### src/rtl/tle_tile_sequencer_if.sv
// Job command, issue, result and writeback signals of the tile sequencer.
// master: the sequencer itself; slave: job controller / operand fetch / engine / writeback side.
interface tle_tile_sequencer_if #(
  parameter int unsigned IDX_W = 8
);
  logic [IDX_W-1:0] cfg_m_i;
  logic [IDX_W-1:0] cfg_n_i;
  logic [IDX_W-1:0] cfg_k_i;
  logic             cfg_halved_i;
  logic             start_i;
  logic             busy_o;
  logic             done_o;
  logic             halved_o;
  logic             issue_valid_o;
  logic             issue_ready_i;
  logic [IDX_W-1:0] issue_m_o;
  logic [IDX_W-1:0] issue_n_o;
  logic [IDX_W-1:0] issue_k_o;
  logic             issue_first_o;
  logic             issue_last_o;
  logic             res_valid_i;
  logic             res_ready_o;
  logic             psum_we_o;
  logic             wb_valid_o;
  logic             wb_ready_i;
  logic [IDX_W-1:0] wb_m_o;
  logic [IDX_W-1:0] wb_n_o;

  modport master (
    input  cfg_m_i, cfg_n_i, cfg_k_i, cfg_halved_i, start_i,
    input  issue_ready_i, res_valid_i, wb_ready_i,
    output busy_o, done_o, halved_o,
    output issue_valid_o, issue_m_o, issue_n_o, issue_k_o, issue_first_o, issue_last_o,
    output res_ready_o, psum_we_o, wb_valid_o, wb_m_o, wb_n_o
  );

  modport slave (
    output cfg_m_i, cfg_n_i, cfg_k_i, cfg_halved_i, start_i,
    output issue_ready_i, res_valid_i, wb_ready_i,
    input  busy_o, done_o, halved_o,
    input  issue_valid_o, issue_m_o, issue_n_o, issue_k_o, issue_first_o, issue_last_o,
    input  res_ready_o, psum_we_o, wb_valid_o, wb_m_o, wb_n_o
  );
endinterface

### src/rtl/tle_tile_sequencer.sv
// Tile sequencer: walks the k/m/n loop nest of a tiled GEMM job, issues tile
// operations to the engine under an outstanding limit and the K-accumulation
// dependency, and retires results in order to partial-sum store or writeback.
module tle_tile_sequencer #(
  parameter int unsigned IDX_W   = 8,
  parameter int unsigned MAX_OUT = 4
) (
  input logic                  clk_i,
  input logic                  rst_i,
  tle_tile_sequencer_if.master bus
);
  localparam int unsigned CNT_W = 3 * IDX_W;
  localparam int unsigned OUT_W = $clog2(MAX_OUT + 1);
  localparam logic [IDX_W-1:0] IDX_ONE = IDX_W'(1);
  localparam logic [CNT_W-1:0] CNT_ONE = CNT_W'(1);
  localparam logic [OUT_W-1:0] OUT_ONE = OUT_W'(1);
  localparam logic [OUT_W-1:0] OUT_MAX = OUT_W'(MAX_OUT);

  typedef enum logic [1:0] {IDLE, RUN, DRAIN, DONE} state_t;

  state_t           state_q, state_d;
  logic [IDX_W-1:0] cfg_m_q, cfg_n_q, cfg_k_q;
  logic             halved_q;
  logic [CNT_W-1:0] mn_q, total_q, issued_q, retired_q;
  logic [IDX_W-1:0] iss_m_q, iss_n_q, iss_k_q;
  logic [IDX_W-1:0] ret_m_q, ret_n_q, ret_k_q;
  logic [OUT_W-1:0] outstanding_q;

  logic start_acc, cfg_zero, active, ret_last;
  logic issue_valid, res_ready, issue_hs, retire_hs, last_issue, final_retire;

  // State register
  always_ff @(posedge clk_i or posedge rst_i) begin
    if (rst_i) state_q <= IDLE;
    else       state_q <= state_d;
  end

  // Next-state logic
  always_comb begin
    state_d = state_q;
    case (state_q)
      IDLE:    if (bus.start_i) state_d = cfg_zero ? DONE : RUN;
      // the last issue and final retire coinciding skips DRAIN
      RUN:     if (last_issue) state_d = final_retire ? DONE : DRAIN;
      DRAIN:   if (final_retire) state_d = DONE;
      DONE:    state_d = IDLE;
      default: state_d = IDLE;
    endcase
  end

  // Outputs and handshake decode
  always_comb begin
    active       = (state_q == RUN) || (state_q == DRAIN);
    start_acc    = (state_q == IDLE) && bus.start_i;
    cfg_zero     = (bus.cfg_m_i == '0) || (bus.cfg_n_i == '0) || (bus.cfg_k_i == '0);
    ret_last     = (ret_k_q == cfg_k_q - IDX_ONE);
    // issued-retired < M*N keeps (m,n,k) behind the retire of (m,n,k-1)
    issue_valid  = (state_q == RUN) && (outstanding_q < OUT_MAX) &&
                   ((issued_q - retired_q) < mn_q);
    res_ready    = active && (ret_last ? bus.wb_ready_i : 1'b1);
    issue_hs     = issue_valid && bus.issue_ready_i;
    retire_hs    = bus.res_valid_i && res_ready;
    last_issue   = issue_hs && (issued_q == total_q - CNT_ONE);
    final_retire = retire_hs && (retired_q == total_q - CNT_ONE);

    bus.busy_o        = active;
    bus.done_o        = (state_q == DONE);
    bus.halved_o      = halved_q;
    bus.issue_valid_o = issue_valid;
    bus.issue_m_o     = iss_m_q;
    bus.issue_n_o     = iss_n_q;
    bus.issue_k_o     = iss_k_q;
    bus.issue_first_o = (state_q == RUN) && (iss_k_q == '0);
    bus.issue_last_o  = (state_q == RUN) && (iss_k_q == cfg_k_q - IDX_ONE);
    bus.res_ready_o   = res_ready;
    bus.psum_we_o     = active && !ret_last && bus.res_valid_i;
    bus.wb_valid_o    = active && ret_last && bus.res_valid_i;
    bus.wb_m_o        = ret_m_q;
    bus.wb_n_o        = ret_n_q;
  end

  // Config latch, issue/retire loop counters and outstanding tracking
  always_ff @(posedge clk_i or posedge rst_i) begin
    if (rst_i) begin
      cfg_m_q       <= '0;
      cfg_n_q       <= '0;
      cfg_k_q       <= '0;
      halved_q      <= 1'b0;
      mn_q          <= '0;
      total_q       <= '0;
      issued_q      <= '0;
      retired_q     <= '0;
      iss_m_q       <= '0;
      iss_n_q       <= '0;
      iss_k_q       <= '0;
      ret_m_q       <= '0;
      ret_n_q       <= '0;
      ret_k_q       <= '0;
      outstanding_q <= '0;
    end else if (start_acc) begin
      cfg_m_q       <= bus.cfg_m_i;
      cfg_n_q       <= bus.cfg_n_i;
      cfg_k_q       <= bus.cfg_k_i;
      halved_q      <= bus.cfg_halved_i;
      mn_q          <= CNT_W'(bus.cfg_m_i) * CNT_W'(bus.cfg_n_i);
      total_q       <= CNT_W'(bus.cfg_m_i) * CNT_W'(bus.cfg_n_i) * CNT_W'(bus.cfg_k_i);
      issued_q      <= '0;
      retired_q     <= '0;
      iss_m_q       <= '0;
      iss_n_q       <= '0;
      iss_k_q       <= '0;
      ret_m_q       <= '0;
      ret_n_q       <= '0;
      ret_k_q       <= '0;
      outstanding_q <= '0;
    end else begin
      if (issue_hs) begin
        issued_q <= issued_q + CNT_ONE;
        if (iss_n_q == cfg_n_q - IDX_ONE) begin
          iss_n_q <= '0;
          if (iss_m_q == cfg_m_q - IDX_ONE) begin
            iss_m_q <= '0;
            iss_k_q <= (iss_k_q == cfg_k_q - IDX_ONE) ? '0 : iss_k_q + IDX_ONE;
          end else begin
            iss_m_q <= iss_m_q + IDX_ONE;
          end
        end else begin
          iss_n_q <= iss_n_q + IDX_ONE;
        end
      end
      if (retire_hs) begin
        retired_q <= retired_q + CNT_ONE;
        if (ret_n_q == cfg_n_q - IDX_ONE) begin
          ret_n_q <= '0;
          if (ret_m_q == cfg_m_q - IDX_ONE) begin
            ret_m_q <= '0;
            ret_k_q <= (ret_k_q == cfg_k_q - IDX_ONE) ? '0 : ret_k_q + IDX_ONE;
          end else begin
            ret_m_q <= ret_m_q + IDX_ONE;
          end
        end else begin
          ret_n_q <= ret_n_q + IDX_ONE;
        end
      end
      case ({issue_hs, retire_hs})
        2'b10:   outstanding_q <= outstanding_q + OUT_ONE;
        2'b01:   outstanding_q <= outstanding_q - OUT_ONE;
        default: outstanding_q <= outstanding_q;
      endcase
    end
  end
endmodule

### src/flat_wrapper.sv
// flat-port wrapper written by rule: the top's interface ports become plain ports
module tle_tile_sequencer_flat 
#(
  parameter int unsigned IDX_W   = 8,
  parameter int unsigned MAX_OUT = 4
)
  (clk_i, rst_i, bus_cfg_m_i, bus_cfg_n_i, bus_cfg_k_i, bus_cfg_halved_i, bus_start_i, bus_issue_ready_i, bus_res_valid_i, bus_wb_ready_i, bus_busy_o, bus_done_o, bus_halved_o, bus_issue_valid_o, bus_issue_m_o, bus_issue_n_o, bus_issue_k_o, bus_issue_first_o, bus_issue_last_o, bus_res_ready_o, bus_psum_we_o, bus_wb_valid_o, bus_wb_m_o, bus_wb_n_o);
  tle_tile_sequencer_if #(.IDX_W(IDX_W)) bus_i ();
  input logic clk_i;
  input logic rst_i;
  input wire logic [$bits(bus_i.cfg_m_i)-1:0] bus_cfg_m_i;
  input wire logic [$bits(bus_i.cfg_n_i)-1:0] bus_cfg_n_i;
  input wire logic [$bits(bus_i.cfg_k_i)-1:0] bus_cfg_k_i;
  input wire logic [$bits(bus_i.cfg_halved_i)-1:0] bus_cfg_halved_i;
  input wire logic [$bits(bus_i.start_i)-1:0] bus_start_i;
  input wire logic [$bits(bus_i.issue_ready_i)-1:0] bus_issue_ready_i;
  input wire logic [$bits(bus_i.res_valid_i)-1:0] bus_res_valid_i;
  input wire logic [$bits(bus_i.wb_ready_i)-1:0] bus_wb_ready_i;
  output wire logic [$bits(bus_i.busy_o)-1:0] bus_busy_o;
  output wire logic [$bits(bus_i.done_o)-1:0] bus_done_o;
  output wire logic [$bits(bus_i.halved_o)-1:0] bus_halved_o;
  output wire logic [$bits(bus_i.issue_valid_o)-1:0] bus_issue_valid_o;
  output wire logic [$bits(bus_i.issue_m_o)-1:0] bus_issue_m_o;
  output wire logic [$bits(bus_i.issue_n_o)-1:0] bus_issue_n_o;
  output wire logic [$bits(bus_i.issue_k_o)-1:0] bus_issue_k_o;
  output wire logic [$bits(bus_i.issue_first_o)-1:0] bus_issue_first_o;
  output wire logic [$bits(bus_i.issue_last_o)-1:0] bus_issue_last_o;
  output wire logic [$bits(bus_i.res_ready_o)-1:0] bus_res_ready_o;
  output wire logic [$bits(bus_i.psum_we_o)-1:0] bus_psum_we_o;
  output wire logic [$bits(bus_i.wb_valid_o)-1:0] bus_wb_valid_o;
  output wire logic [$bits(bus_i.wb_m_o)-1:0] bus_wb_m_o;
  output wire logic [$bits(bus_i.wb_n_o)-1:0] bus_wb_n_o;
  assign bus_i.cfg_m_i = bus_cfg_m_i;
  assign bus_i.cfg_n_i = bus_cfg_n_i;
  assign bus_i.cfg_k_i = bus_cfg_k_i;
  assign bus_i.cfg_halved_i = bus_cfg_halved_i;
  assign bus_i.start_i = bus_start_i;
  assign bus_i.issue_ready_i = bus_issue_ready_i;
  assign bus_i.res_valid_i = bus_res_valid_i;
  assign bus_i.wb_ready_i = bus_wb_ready_i;
  assign bus_busy_o = bus_i.busy_o;
  assign bus_done_o = bus_i.done_o;
  assign bus_halved_o = bus_i.halved_o;
  assign bus_issue_valid_o = bus_i.issue_valid_o;
  assign bus_issue_m_o = bus_i.issue_m_o;
  assign bus_issue_n_o = bus_i.issue_n_o;
  assign bus_issue_k_o = bus_i.issue_k_o;
  assign bus_issue_first_o = bus_i.issue_first_o;
  assign bus_issue_last_o = bus_i.issue_last_o;
  assign bus_res_ready_o = bus_i.res_ready_o;
  assign bus_psum_we_o = bus_i.psum_we_o;
  assign bus_wb_valid_o = bus_i.wb_valid_o;
  assign bus_wb_m_o = bus_i.wb_m_o;
  assign bus_wb_n_o = bus_i.wb_n_o;
  tle_tile_sequencer #(.IDX_W(IDX_W), .MAX_OUT(MAX_OUT)) u_core (.clk_i(clk_i), .rst_i(rst_i), .bus(bus_i));
endmodule
### config.mk
export PLATFORM = sky130hd
export DESIGN_NAME = tle_tile_sequencer_flat
export DESIGN_NICKNAME = d
export VERILOG_FILES = /design/src/rtl/tle_tile_sequencer_if.sv /design/src/rtl/tle_tile_sequencer.sv /design/src/flat_wrapper.sv
export SDC_FILE = /design/constraint.sdc
export NUM_CORES = 1
export LEC_CHECK = 0
export CAP_MARGIN = 20
export CELL_PAD_IN_SITES_DETAIL_PLACEMENT = 0
export CELL_PAD_IN_SITES_GLOBAL_PLACEMENT = 1
export CORE_MARGIN = 2
export CORE_UTILIZATION = 48
export DETAILED_ROUTE_END_ITERATION = 8
export PLACE_DENSITY = 0.93
export REMOVE_ABC_BUFFERS = 1
export SLEW_MARGIN = 20
export SYNTH_ARGS = -nofsm -noshare
export SYNTH_HDL_FRONTEND = slang
export SYNTH_SLANG_ARGS = --single-unit
### constraint.sdc
create_clock -name clk_i -period 7.2 [get_ports clk_i]
set_clock_uncertainty 0.05 [all_clocks]
set_input_delay 2.16 -clock clk_i [delete_from_list [all_inputs] [get_ports clk_i]]
set_output_delay 2.16 -clock clk_i [all_outputs]
set_load 0.1 [all_outputs]
==> results of run 1 <==
==> kinds of logic (layout without fill, tap and decap cells) <==
family	Yosys count	in the layout	share of synthesized area
simple gates	800	800	0.229
compound gates	362	362	0.129
buf+inv	312	514	0.0678
fa+ha+maj	258	258	0.231
xor+xnor	197	197	0.106
flops	166	166	0.231
mux	10	10	0.00614
other cells	0	1	0
==> state kept, by name, indices dropped and copies added (netlist names), 16 cells and up <==
| name | count |
|---|---|
| u_core.issued_q | 24 |
| u_core.total_q | 24 |
| u_core.retired_q | 24 |
| u_core.mn_q | 16 |
==> what timing repair did <==
action,4_1_cts,5_1_grt
resized for setup,162,74
pin swaps,83,71
setup buffers,24,13
gates cloned,0,0
endpoints found under the setup margin,20,20
==> Yosys cell counts, types with 6 or more instances <==
cell type / instances / share of area
xnor3_1: 10 / 0.013
o21ai_0: 122 / 0.034
nand2b_1: 16 / 0.0056
a21o_1: 22 / 0.0092
a211oi_1: 10 / 0.0042
ha_1: 136 / 0.095
nor3b_1: 9 / 0.0038
or3_1: 34 / 0.012
inv_1: 229 / 0.048
nand2_1: 255 / 0.053
xor2_1: 60 / 0.029
nor2_1: 93 / 0.019
o41ai_1: 9 / 0.0044
nand4_1: 27 / 0.0094
o31ai_1: 12 / 0.0050
o22ai_1: 6 / 0.0021
nand3_1: 61 / 0.017
o2111ai_1: 6 / 0.0029
nor2b_1: 17 / 0.0059
a31oi_1: 17 / 0.0059
and2_1: 130 / 0.045
buf_1: 7 / 0.0015
nor4_1: 20 / 0.0070
a21oi_1: 70 / 0.020
mux2_2: 8 / 0.0050
o21a_1: 14 / 0.0059
dfrtp_1: 166 / 0.23
nor3_1: 45 / 0.013
clkbuf_1: 64 / 0.013
fa_1: 122 / 0.14
o211ai_1: 19 / 0.0079
xnor2_1: 125 / 0.061
or4_1: 11 / 0.0046
or2_2: 7 / 0.0024
and3_1: 42 / 0.015
==> metrics by stage <==
stage | setup TNS [ps] | util | setup slack [ps] | hold WS [ps] | cells
2_1_floorplan | -32620 | - | -2810 | 397 | 2023
3_3_place_gp | -46650 | 0.546 | -3370 | 417 | 2712
3_5_place_dp | -49420 | 0.546 | -3600 | 437 | 2712
4_1_cts | -28410 | 0.582 | -2400 | 451 | 2766
5_1_grt | -32850 | 0.592 | -2610 | 472 | 2775
6_report | -28430 | 0.592 | -2310 | 443 | 2776
==> per-layer routing <==
metal / vias up / share of wire / global-route usage
met5: - / 0.00085 / 0
met4: 6 / 0.024 / 0.0799
met3: 87 / 0.061 / 0.0405
met2: 498 / 0.48 / 0.425
met1: 7870 / 0.43 / 0.339
li1: 7490 / - / -
==> cells in the final DEF, fill, tap and decap left out, types with 22 or more instances in the layout <==
master / n
nor2_1: 87
dfrtp_1: 165
nand2_1: 250
inv_1: 209
fa_1: 119
and2_1: 114
a21oi_1: 60
and3_1: 38
nand3_1: 58
buf_4: 154
o21ai_0: 107
nand4_1: 27
a21o_1: 22
buf_6: 25
ha_1: 118
nor3_1: 42
xnor2_1: 113
or3_1: 32
xor2_1: 58
clkdlybuf4s50_1: 60
==> worst max-delay path, delay by kind of cell <==
kind / cells / cell delay [ps]
fa+ha+maj: 10 / 4430
compound gates: 6 / 1460
buf+inv: 10 / 710
simple gates: 5 / 450
xor+xnor: 2 / 320
mux: 1 / 260
==> layout make-up <==
class | instances | area (um2)
fillers | 3031 | 15000
well taps | 468 | 586
flip-flops and latches | 166 | 4160
multi-input cells | 1627 | 13400
repair buffers | 253 | 2160
clock inverters | 9 | 92.6
inverters | 230 | 868
clock buffers | 22 | 484
diodes | 1 | 2.50
==> worst paths after layout <==
| path | from | endpoint |
|---|---|---|
| max | bus_cfg_m_i[3] | u_core.total_q[22] |
| min | u_core.mn_q[0] | u_core.mn_q[0] |
| max reg2reg | u_core.issued_q[0] | u_core.outstanding_q[1] |
| min reg2reg | u_core.mn_q[0] | u_core.mn_q[0] |
| max in group asynchronous | rst_i | u_core.mn_q[10] |
| min in group asynchronous | rst_i | u_core.bus.halved_o |
==> flow_summary.yaml, run 1 <==
critical_path:
  required_ps: 7480
  crit_path_top_delay_cell: "fa_1"
  path_max_fanout: 4
  ff2ff_path_depth: 24
  rrSetupSlack_ps: 1690
  start_kind: "input port"
  max_stage_delay_ps: 560
  worst_setup_path_end_kind: "flip-flop"
  critPathKind: "input port to flip-flop"
  critPathMostFrequentCell: "fa_1"
  cp.arrival_ps: 9790
yosys:
  yosysWarnings: 0
  async_reset_ff_frac: 1.00
  syn-instance-count: 2105
  synth_edf_count: 0
  ys_seq_area_frac: 0.231
  synth_cell_types: 87
  ys_seq_elements: 166
  synth_ff_type: "dfrtp_1"
  syn_area_per_cell_um2: 8.53
  synth_area_mm2: 0.0179
sta:
  worst_pin_slew_ps: 996
  hold_viol_final: 0
  slew_violations: 0
  fin_ws_ps: -2310
  slew-limit-headroom: 0.334
  min_period_ps: 9510
  max_freq_mhz: 105
  fin_crit_sh: 1.32
  setup_viol: 18
  grt_setup_unrepaired: "true"
floorplan:
  dieArea_mm2: 0.0390
  core_area_mm2: 0.0367
  row_count: 70
  num_io_pins: 80
  start_util: 0.489
  die_h_um: 197
  die_w_um: 197
outcome:
  status: "finished, violations left"
  violations: "negative setup slack"
job:
  cap_violations: 0
clock_network:
  clk_pin_slew_ps: 70
  cts_tree: "done"
  cts_buffer_depth: 2
  htree_levels: 4
  cts_sinks: 166
  cts-buffers-inserted: 17
  cts-root-buf: "clkbuf_16"
  clock_latency_ps: 450
  cts_hold_buf: 0
route:
  drt_pass1_iterations: 6
  ant_nets: 0
  drc_errors: 0
  totalWireLength_mm: 49.3
  drt_iter0_drc: 1255
  wl_per_cell_um: 17.8
  vias_per_cell: 5.75
  vias: 15951
placed_design:
  postPlaceCellArea_mm2: 0.0201
  port_buffers: 79
  globalplace.congestion: 0.901
  detailedPlacementHpwl_mm: 36.7
global_route:
  grt_remaining_overflow: 0
  antenna_found_initial: 3
  grt_max_degree: 82
  grt_pass1_wl_mm: 80.1
  grt_pass1_vias: 15946
  grt_usage: 0.254
finish:
  final_layout_size_suffix_gt1_frac: 0.164
  finalInstanceArea_mm2: 0.0217
  syn2layout_area_growth_pct: 21.0
  final_nets: 2584
hold_path:
  min_path_type: "flip-flop to flip-flop"
  hold_path_depth: 2
Power of run 1 is left out: the tool's default activity adds up to more than one toggle a clock period on the data nets, which glitch-free logic cannot reach.
==> inputs of run 2 (changes only) <==
--- a/config.mk
+++ b/config.mk
@@ -13,7 +13,7 @@
 export DETAILED_ROUTE_END_ITERATION = 8
 export PLACE_DENSITY = 0.93
 export REMOVE_ABC_BUFFERS = 1
-export SLEW_MARGIN = 20
+export SLEW_MARGIN = 30
 export SYNTH_ARGS = -nofsm -noshare
 export SYNTH_HDL_FRONTEND = slang
 export SYNTH_SLANG_ARGS = --single-unit
==> constraint.sdc (replaced) <==
create_clock -name clk_i -period 7.2 [get_ports clk_i]
set_clock_uncertainty 0.05 [all_clocks]
set_input_delay 0.72 -clock clk_i [delete_from_list [all_inputs] [get_ports clk_i]]
set_output_delay 0.72 -clock clk_i [all_outputs]
set_load 0.1 [all_outputs]
==> flow_summary.yaml, run 2 (synthesis gave the netlist of run 1 again) <==
outcome:
  status: "finished, violations left"
  violations: "negative setup slack"
critical_path:
  critPathMostFrequentCell: "fa_1"
  crit_path_top_delay_cell: "fa_1"
  max_stage_delay_ps: 560
  rrSetupSlack_ps: 830
  path_max_fanout: 3
  worst_setup_path_end_kind: "flip-flop"
  cp.arrival_ps: 8530
  start_kind: "input port"
  required_ps: 7490
  critPathKind: "input port to flip-flop"
finish:
  final_cell_mix: "251 x nand2_1, 204 x inv_1, 166 x dfrtp_1"
  syn2layout_area_growth_pct: 20.0
  top_regs: "u_core.issued_q: 24 flops, u_core.retired_q: 24 flops, u_core.total_q: 24 flops"
  final_core_util: 0.587
  final_layout_size_suffix_gt1_frac: 0.156
  final_common_cell: "nand2_1"
  antenna_cells: 0
  final_nets: 2576
clock_network:
  cts_hold_buf: 0
  cts-buffers-inserted: 17
  clock_latency_ps: 450
  cts_sinks: 166
  htree_levels: 4
  cts-root-buf: "clkbuf_16"
  cts_tree: "done"
  cts_buffer_depth: 2
  clk_pin_slew_ps: 70
sta:
  fin_ws_ps: -1040
  worst_pin_slew_ps: 997
  setup_viol: 12
  fin_tns_setup_ps: -8760
  hold_viol_final: 0
  min_period_ps: 8240
  slew-limit-headroom: 0.333
  max_freq_mhz: 121
  fin_crit_sh: 1.14
  slew_violations: 0
  grt_setup_unrepaired: "true"
floorplan:
  start_util: 0.489
  dieArea_mm2: 0.0390
  core_area_mm2: 0.0367
  row_count: 70
  die_w_um: 197
  die_h_um: 197
  num_io_pins: 80
route:
  wl_met3_mm: 2.79
  drt_pass1_iterations: 5
  drt_iter0_drc: 1181
  vias_per_cell: 5.76
  wl_per_cell_um: 17.8
  ant_nets: 0
  top_layer: "met5"
  met1Wirelength_mm: 21.6
  totalWireLength_mm: 49.3
  wl_met2_mm: 24.1
  drc_errors: 0
  vias: 15957
global_route:
  grt_max_degree: 101
  grt_remaining_overflow: 0
  grt_pass1_vias: 16108
  antenna_found_initial: 2
  grt_usage: 0.253
  grt_pass1_wl_mm: 80.2
job:
  cap_violations: 0
placed_design:
  detailedPlacementHpwl_mm: 36.3
  pre_cts_ws_ps: -2150
  globalplace.congestion: 0.907
  port_buffers: 79
hold_path:
  min_path_type: "flip-flop to flip-flop"
## run 2: metal layers
metal	vias up	GRT usage
li1	7484	-
met1	7920	0.336
met2	480	0.436
met3	69	0.0353
met4	4	0.0649
met5	-	0
## run 2: repair_timing
item                                    in CTS  in global routing
pin swaps                                   67                 57
gates cloned                                 0                  0
gates resized for setup                    130                 76
endpoints found under the setup margin      14                 14
setup buffers                               21                 26
## run 2: area by class of cell
| cell class | count | area (um2) |
|---|---|---|
| Fill cell | 3056 | 15200 |
| Tap cell | 468 | 586 |
| Clock inverter | 13 | 140 |
| Timing Repair Buffer | 245 | 2100 |
| Multi-Input combinational cell | 1627 | 13200 |
| Inverter | 230 | 871 |
| Sequential cell | 166 | 4150 |
| Clock buffer | 19 | 453 |
## run 2: path summary, 6_finish.rpt
check | from | endpoint | depth (start not counted)
max reg2reg | u_core.issued_q[0] | u_core.outstanding_q[1] | 22
min in group asynchronous | rst_i | u_core.bus.issue_k_o[5] | 2
max | bus_cfg_n_i[4] | u_core.total_q[20] | 36
min reg2reg | u_core.bus.halved_o | u_core.bus.halved_o | 2
min | u_core.bus.halved_o | u_core.bus.halved_o | 2
max in group asynchronous | rst_i | u_core.retired_q[8] | 4
## run 2: metrics by stage
stage                     std cells  instance area (um2)  hold WS (ps)
after floorplan                2023                17600           397
after global placement         2689                19900           411
after detailed placement       2689                19900           415
after CTS                      2741                21100           437
after global routing           2768                21500           491
final                          2768                21500           426
## run 2: worst max-delay path, delay by kind of cell
| kind | cells | cell delay [ps] |
|---|---|---|
| fa+ha+maj | 10 | 4540 |
| simple gates | 8 | 1090 |
| compound gates | 6 | 1170 |
| buf+inv | 11 | 880 |
| xor+xnor | 1 | 130 |
Power of run 2 is left out for the same reason.
==> inputs of run 3 (changes only) <==
--- a/config.mk
+++ b/config.mk
@@ -8,7 +8,7 @@
 export CAP_MARGIN = 20
 export CELL_PAD_IN_SITES_DETAIL_PLACEMENT = 0
 export CELL_PAD_IN_SITES_GLOBAL_PLACEMENT = 1
-export CORE_MARGIN = 2
+export CORE_MARGIN = 5
 export CORE_UTILIZATION = 48
 export DETAILED_ROUTE_END_ITERATION = 8
 export PLACE_DENSITY = 0.93
==> flow_summary.yaml, run 3 (synthesis gave the netlist of run 1 again) <==
outcome:
  status: "finished, violations left"
  violations: "negative setup slack"
global_route:
  antenna_found_initial: 1
  grt_usage: 0.235
  grt_pass1_vias: 15930
  grt_max_degree: 105
  grt_pass1_wl_mm: 80.4
  grt_remaining_overflow: 0
sta:
  slew-limit-headroom: 0.331
  setup_viol: 12
  fin_crit_sh: 1.15
  grt_setup_unrepaired: "true"
  max_freq_mhz: 120
  fin_hold_ws_ps: 438
  fin_ws_ps: -1100
  worst_pin_slew_ps: 1000
  hold_viol_final: 0
  min_period_ps: 8300
  slew_violations: 0
floorplan:
  start_util: 0.488
  die_w_um: 203
  core_area_mm2: 0.0368
  die_h_um: 203
  dieArea_mm2: 0.0414
  num_io_pins: 80
  row_count: 70
finish:
  final_nets: 2554
  regArea_mm2: 0.00415
  final_cell_mix: "249 x nand2_1, 209 x inv_1, 166 x dfrtp_1"
  final_common_cell: "nand2_1"
  syn2layout_area_growth_pct: 18.3
  final_layout_size_suffix_gt1_frac: 0.144
  multi_input_area_mm2: 0.0132
  top_regs: "u_core.issued_q: 24 flops, u_core.retired_q: 24 flops, u_core.total_q: 24 flops"
  nFillCells: 3181
critical_path:
  critPathKind: "input port to flip-flop"
  max_stage_delay_ps: 570
  cp.arrival_ps: 8590
  critPathMostFrequentCell: "fa_1"
  rrSetupSlack_ps: 700
  start_kind: "input port"
  cp-endpoint: "u_core.total_q[22]"
  worstSetupStartpoint: "bus_cfg_m_i[3]"
  required_ps: 7490
  crit-reg2reg-capture: "u_core.outstanding_q[1]"
  worst_setup_path_end_kind: "flip-flop"
  crit_path_top_delay_cell: "fa_1"
  r2r-start: "u_core.issued_q[0]"
  path_max_fanout: 4
  ff2ff_path_depth: 22
clock_network:
  htree_levels: 4
  cts_hold_buf: 0
  cts_sinks: 166
  clock_latency_ps: 450
  cts-root-buf: "clkbuf_16"
  cts_buffer_depth: 2
  cts_tree: "done"
  cts-buffers-inserted: 17
  clk_pin_slew_ps: 80
job:
  cap_violations: 0
route:
  drt_iter0_drc: 1173
  drc_errors: 0
  wl_per_cell_um: 17.9
  ant_nets: 0
  vias: 15887
  drt_pass1_iterations: 6
  totalWireLength_mm: 49.2
  vias_per_cell: 5.79
placed_design:
  globalplace.congestion: 0.942
  detailedPlacementHpwl_mm: 36.8
  pre_cts_ws_ps: -2210
  port_buffers: 79
hold_path:
  min_path_type: "flip-flop to flip-flop"
  hold_path_depth: 2
==> run 3: cell count changes in the layout (fill, tap and decap cells not counted), sizes merged <==
cell / change
buf: -19
clkbuf: -1
clkdlybuf4s15: -3
clkinv: -3
clkinvlp: +2
diode: +1
==> run 3: what timing repair did <==
action	4_1_cts	5_1_grt
resized for setup	142	62
hold endpoints to repair	0	0
pin swaps	70	60
setup buffers	19	7
setup endpoints to repair	15	14
==> run 3: per-layer routing <==
layer	track usage	part of all wire
met4	0.0605	0.021
met3	0.0345	0.058
met1	0.317	0.44
met5	0	0
met2	0.398	0.48
==> run 3: critical path, delay by kind of cell <==
| family | cells | cell delay (ps) |
|---|---|---|
| muxes | 1 | 270 |
| xor gates and xnor gates | 2 | 250 |
| AOI/OAI and AO/OA | 4 | 970 |
| and+or+nand+nor | 6 | 1220 |
| buffers and inverters | 9 | 570 |
| adders and majority gates | 10 | 4620 |
==> run 3: stage by stage <==
| step | utilization | instances | setup TNS [ps] | instance area (um2) |
|---|---|---|---|---|
| 2_1_floorplan | - | 2023 | -10420 | 17600 |
| 3_3_place_gp | 0.541 | 2691 | -19950 | 19900 |
| 3_5_place_dp | 0.541 | 2691 | -22760 | 19900 |
| 4_1_cts | 0.570 | 2738 | -6510 | 21000 |
| 5_1_grt | 0.577 | 2744 | -11670 | 21200 |
| 6_report | 0.577 | 2745 | -8370 | 21200 |
==> run 3: worst min-delay path by stage <==
stage	to	slack [ps]	startpoint
2_1_floorplan	u_core.mn_q[0]	400	u_core.mn_q[0]
3_3_place_gp	u_core.bus.halved_o	410	u_core.bus.halved_o
3_5_place_dp	u_core.bus.halved_o	420	u_core.bus.halved_o
4_1_cts	u_core.bus.halved_o	440	u_core.bus.halved_o
5_1_grt	u_core.mn_q[0]	460	u_core.mn_q[0]
6_report	u_core.bus.halved_o	440	u_core.bus.halved_o
==> run 3: cell type report <==
class,instances,share of cell area
multi-input combinational,1627,0.620
sequential,166,0.196
clock inverter,12,0.00566
tap,468,0.0276
antenna,1,0.000118
clock buffer,18,0.0207
timing repair buffer,223,0.0891
inverter,230,0.0410
Power of run 3 is left out for the same reason.
